==> src/rtl/memory_port_arbiter.sv <==
// Arbitrates one single-port RAM between fetch (IF) and memory-stage (MEM) requesters; MEM wins unless IF has waited STARVE_LIMIT grants.
// Read Ack lands MEM_LATENCY+2 cycles after Req is sampled, a write Ack 2 cycles after; a requester is stalled by holding Req until its Ack.
module memory_port_arbiter #(
    parameter int DATA_WIDTH   = 20,
    parameter int ADDR_WIDTH   = 20,
    parameter int MEM_LATENCY  = 2,
    parameter int STARVE_LIMIT = 3
) (
    input  logic                  Clock,
    input  logic                  Reset,
    input  logic                  IF_Req,
    input  logic [ADDR_WIDTH-1:0] IF_Address,
    output logic [DATA_WIDTH-1:0] IF_Data,
    output logic                  IF_Ack,
    input  logic                  MEM_Req,
    input  logic                  MEM_WriteEnable,
    input  logic [ADDR_WIDTH-1:0] MEM_Address,
    input  logic [DATA_WIDTH-1:0] MEM_WriteData,
    output logic [DATA_WIDTH-1:0] MEM_ReadData,
    output logic                  MEM_Ack,
    output logic                  Ram_Enable,
    output logic                  Ram_WriteEnable,
    output logic [ADDR_WIDTH-1:0] Ram_Address,
    output logic [DATA_WIDTH-1:0] Ram_WriteData,
    input  logic [DATA_WIDTH-1:0] Ram_ReadData,
    output logic                  Busy,
    output logic                  Grant_Owner
);

    typedef enum logic [1:0] {
        S_IDLE    = 2'd0,
        S_ISSUE   = 2'd1,
        S_WAIT    = 2'd2,
        S_RESPOND = 2'd3
    } state_t;

    localparam logic [3:0] LATENCY = 4'(MEM_LATENCY);
    localparam logic [3:0] STARVE  = 4'(STARVE_LIMIT);

    state_t     state;
    logic [3:0] waitCnt;
    logic [3:0] starveCnt;
    logic       isWrite;
    logic       ifForced;

    // IF only overrides MEM once it has been passed over STARVE_LIMIT times in a row.
    assign ifForced = IF_Req && (starveCnt == STARVE);

    always_ff @(posedge Clock) begin
        if (!Reset) begin
            state           <= S_IDLE;
            waitCnt         <= '0;
            starveCnt       <= '0;
            isWrite         <= 1'b0;
            IF_Data         <= '0;
            IF_Ack          <= 1'b0;
            MEM_ReadData    <= '0;
            MEM_Ack         <= 1'b0;
            Ram_Enable      <= 1'b0;
            Ram_WriteEnable <= 1'b0;
            Ram_Address     <= '0;
            Ram_WriteData   <= '0;
            Busy            <= 1'b0;
            Grant_Owner     <= 1'b0;
        end else begin
            IF_Ack          <= 1'b0;
            MEM_Ack         <= 1'b0;
            Ram_Enable      <= 1'b0;
            Ram_WriteEnable <= 1'b0;
            case (state)
                S_IDLE: begin
                    if (MEM_Req && !ifForced) begin
                        Grant_Owner     <= 1'b1;
                        isWrite         <= MEM_WriteEnable;
                        Ram_Address     <= MEM_Address;
                        Ram_WriteData   <= MEM_WriteData;
                        Ram_Enable      <= 1'b1;
                        Ram_WriteEnable <= MEM_WriteEnable;
                        Busy            <= 1'b1;
                        state           <= S_ISSUE;
                        if (!IF_Req)
                            starveCnt <= '0;
                        else if (starveCnt != STARVE)
                            starveCnt <= starveCnt + 4'd1;
                    end else if (IF_Req) begin
                        Grant_Owner <= 1'b0;
                        isWrite     <= 1'b0;
                        Ram_Address <= IF_Address;
                        Ram_Enable  <= 1'b1;
                        Busy        <= 1'b1;
                        starveCnt   <= '0;
                        state       <= S_ISSUE;
                    end
                end
                S_ISSUE: begin
                    if (isWrite) begin
                        MEM_Ack <= 1'b1;
                        state   <= S_RESPOND;
                    end else begin
                        waitCnt <= LATENCY;
                        state   <= S_WAIT;
                    end
                end
                S_WAIT: begin
                    waitCnt <= waitCnt - 4'd1;
                    if (waitCnt == 4'd1) begin
                        if (Grant_Owner) begin
                            MEM_ReadData <= Ram_ReadData;
                            MEM_Ack      <= 1'b1;
                        end else begin
                            IF_Data <= Ram_ReadData;
                            IF_Ack  <= 1'b1;
                        end
                        state <= S_RESPOND;
                    end
                end
                S_RESPOND: begin
                    Busy  <= 1'b0;
                    state <= S_IDLE;
                end
                default: begin
                    Busy  <= 1'b0;
                    state <= S_IDLE;
                end
            endcase
        end
    end

endmodule
==> config.mk <==
export PLATFORM = sky130hd
export DESIGN_NAME = memory_port_arbiter
export DESIGN_NICKNAME = d
export VERILOG_FILES = /design/src/rtl/memory_port_arbiter.sv
export SDC_FILE = /design/constraint.sdc
export NUM_CORES = 1
export LEC_CHECK = 0
export ABC_AREA = 1
export BUFFER_PORTS_ARGS = -buffer_cell sky130_fd_sc_hd__buf_4
export CAP_MARGIN = 20
export CORE_AREA = 10 10 88 129
export DETAILED_ROUTE_END_ITERATION = 10
export DIE_AREA = 0 0 98 139
export PLACE_DENSITY = 0.9
export SLEW_MARGIN = 30
export SYNTH_ARGS = -nofsm -noshare
export SYNTH_HDL_FRONTEND = slang
export SYNTH_SLANG_ARGS = --single-unit
==> constraint.sdc <==
create_clock -name Clock -period 1.85 [get_ports Clock]
set_input_delay 0.555 -clock Clock [delete_from_list [all_inputs] [get_ports Clock]]
set_output_delay 0.555 -clock Clock [all_outputs]
set_load 0.005 [all_outputs]
==> results.yml <==
placed_design:
  place.gp.congestion: 0.801
  io_buffers: 170
  post-dp-hpwl_mm: 9.35
  place_inst: 895
  place_ws_ns: -0.169
worst_hold_path:
  hp-class: "reg2reg"
layout:
  design.final.nets: 888
  register_area_mm2: 0.00194
  layoutNonFillerInstCount: 912
  areaGrowthSynthToFinish_pct: 41.0
  filler_cell_count: 796
  antennaDiodeCount: 0
  area_used_by_multi_input_combinational_logic_mm2: 0.00175
  final_core_utilization: 0.661
  final_layout_size_suffix_gt1_frac: 0.259
clocking:
  tritoncts_num_sinks: 97
  clk_pin_slew_ns: 0.06
  h-tree-depth: 3
  tritoncts.num_buffers: 9
  clockBufferDepth: 2
  post-cts-setup-buffers: 0
  clock_latency_ns: 0.33
  tritoncts: "built"
  cts_root_buffer: "sky130_fd_sc_hd__clkbuf_16"
critical_path:
  worstSetupEndpointType: "flop"
  crit_path_max_fanout: 23
  worst_endpoint_required_time_ns: 2.07
  crit_arrival_ns: 1.89
  worst-setup-path-type: "reg2reg"
  critPathLaunchType: "flop"
die:
  initial_utilization: 0.469
  io_pins: 171
  floorplan.die.height_um: 139
  fp.dieArea_mm2: 0.0136
  core-area_mm2: 0.00909
  chipWidth_um: 98
  rows: 43
synth:
  netlist_area_mm2: 0.00427
  yosysUniqueCellTypes: 21
  ys_ff_latch: 97
  sequential_share_of_the_synthesized_area: 0.455
  synthCells: 632
  syn_nets: 725
  synth.avg_cell_area_um2: 6.75
  warnings_synthesis: 0
drt:
  route.vias.total: 4297
  wl_per_cell_um: 13.8
  firstDrtPassIters: 5
  post_drt_via_cell_ratio: 4.71
  first_iter_violations: 226
  route.detailed.drc: 0
  ant_nets: 0
  drt_wl_total_mm: 12.6
sta:
  finalWorstPathRequiredPeriod_ns: 1.67
  final.setup.worst_slack_ns: 0.180
  finClkSkew_ns: 0.00872
  worst_slew_margin_rel: 0.617
  final-hold-violation-count: 0
  final_min_period_over_clock_period: 0.903
  timing_worst_slew_pin_value_ns: 0.573
  final-max-slew-violation-count: 0
  fmax_ghz: 0.599
  report.final.setup_viol: 0
grt:
  antenna_found_initial: 0
  first_pass_grt_wire_length_mm: 20.2
  track_usage: 0.176
  grt_start_max_net_pins: 42
  via_count_of_the_first_global_routing_pass: 4200
  grt_remaining_overflow: 0
job:
  max-cap-violations: 0
status:
  outcome: "finished, final reports clean"
power:
  power.total_mw: 7.32
  power_density_mw_per_mm2: 1220
  p_leak_nw: 3.07
  worst_ir_drop_vdd_mv: 0.723
## registers in the layout (all words and copies together) (netlist names)
name and count:
Busy 1, Grant_Owner 1, IF_Ack 1, IF_Data 20, MEM_Ack 1, MEM_ReadData 20
Ram_Address 20, Ram_Enable 1, Ram_WriteData 20, Ram_WriteEnable 1, isWrite 1, starveCnt 4
state 2, waitCnt 4
## per-stage QoR
stage	hold WS [ns]	TNS [ns]	area, um2
floorplan	0.440	0	4270
global placement	0.430	-0.303	5660
detailed placement	0.435	-0.447	5660
CTS	0.446	0	6010
global route	0.475	-0.00451	6010
finish	0.443	0	6010
## per-layer routing
metal  vias up  wire length, um  track usage
met5         -                0            0
li1       2251                -            -
met3        15              957       0.0529
met4         0              260       0.0684
met1      1879             4850        0.188
met2       152             6550        0.313
## Yosys cell counts, drive strengths merged
cell    instances  share of area
nor2          136           0.12
inv           116           0.10
dfxtp          97           0.46
nand2          86          0.076
o21ai          65          0.076
nand3          47          0.055
a21oi          34          0.043
buf            19          0.022
clkbuf         15          0.013
ha              8          0.023
nand4           4         0.0059
nor3            2         0.0023
clkinv          1        0.00088
o211ai          1         0.0018
xor2            1         0.0021
## cell families (layout without fill, tap and decap cells)
kind of cell               after synthesis  after routing  share of synthesized area
xor gates and xnor gates                 1              1                    0.00205
and+or+nand+nor                        275            276                      0.261
AOI/OAI and AO/OA                      100            100                      0.121
buffers and inverters                  151            318                      0.138
adders and majority gates                8              8                     0.0235
DFF                                     97             97                      0.455
## cells in the final DEF, fill, tap and decap left out
| master | n |
|---|---|
| sky130_fd_sc_hd__o211ai_1 | 1 |
| sky130_fd_sc_hd__clkinv_1 | 1 |
| sky130_fd_sc_hd__dfxtp_1 | 97 |
| sky130_fd_sc_hd__nand2_2 | 1 |
| sky130_fd_sc_hd__clkinv_2 | 1 |
| sky130_fd_sc_hd__nor2_1 | 135 |
| sky130_fd_sc_hd__nand3_1 | 47 |
| sky130_fd_sc_hd__clkinv_4 | 1 |
| sky130_fd_sc_hd__o21ai_0 | 65 |
| sky130_fd_sc_hd__nand2_1 | 85 |
| sky130_fd_sc_hd__buf_4 | 184 |
| sky130_fd_sc_hd__inv_1 | 114 |
| sky130_fd_sc_hd__nor2_4 | 2 |
| sky130_fd_sc_hd__clkinvlp_4 | 1 |
| sky130_fd_sc_hd__nand4_1 | 4 |
| sky130_fd_sc_hd__clkbuf_16 | 9 |
| sky130_fd_sc_hd__a21oi_1 | 33 |
| sky130_fd_sc_hd__a21oi_4 | 1 |
| sky130_fd_sc_hd__ha_1 | 8 |
| sky130_fd_sc_hd__xor2_1 | 1 |
| sky130_fd_sc_hd__inv_2 | 1 |
| sky130_fd_sc_hd__bufinv_16 | 2 |
| sky130_fd_sc_hd__nor3_1 | 2 |
| sky130_fd_sc_hd__buf_12 | 1 |
| sky130_fd_sc_hd__clkbuf_8 | 3 |
## path summary, 6_finish.rpt
kind	end	slack, ns	depth (start not counted)	from
setup / recovery	starveCnt[0]$_SDFFE_PN0P_	0.18	7	state[0]$_SDFFE_PN0P_
hold reg to reg	MEM_ReadData[3]$_SDFFE_PN0P_	0.44	2	MEM_ReadData[3]$_SDFFE_PN0P_
setup reg to reg	starveCnt[0]$_SDFFE_PN0P_	0.18	7	state[0]$_SDFFE_PN0P_
hold / removal	MEM_ReadData[3]$_SDFFE_PN0P_	0.44	2	MEM_ReadData[3]$_SDFFE_PN0P_
## worst max-delay path, stage by stage (launching register included)
cell and delay (ns):
sky130_fd_sc_hd__dfxtp_1 0.31, sky130_fd_sc_hd__inv_1 0.09, sky130_fd_sc_hd__ha_1 0.17, sky130_fd_sc_hd__inv_1 0.11, sky130_fd_sc_hd__nor2_4 0.44, sky130_fd_sc_hd__inv_1 0.18, sky130_fd_sc_hd__o21ai_0 0.20, sky130_fd_sc_hd__a21oi_1 0.05
## what timing repair did
| action | CTS | global route |
|---|---|---|
| hold buffers | 0 | 0 |
| pin swaps | 1 | 0 |
| gates cloned | 1 | 0 |
| endpoints found under the hold margin | 0 | 0 |
| resized for setup | 0 | 2 |
| setup endpoints to repair | 4 | 30 |
## area by class of cell
class,instances,share of cell area
multi-input cells,385,0.291
repair buffers,185,0.233
inverters,117,0.0736
clock inverters,4,0.0123
flip-flops and latches,97,0.323
clock buffers,12,0.0443
well taps,112,0.0233
## power breakdown
part / internal (mW) / switching [mW] / leakage [nW]
Combinational: 1.13 / 1.40 / 2.10
Clock: 1.30 / 0.777 / 0.169
Sequential: 2.50 / 0.217 / 0.793
Total: 4.92 / 2.39 / 3.07
(Power assumes the default switching activity.)
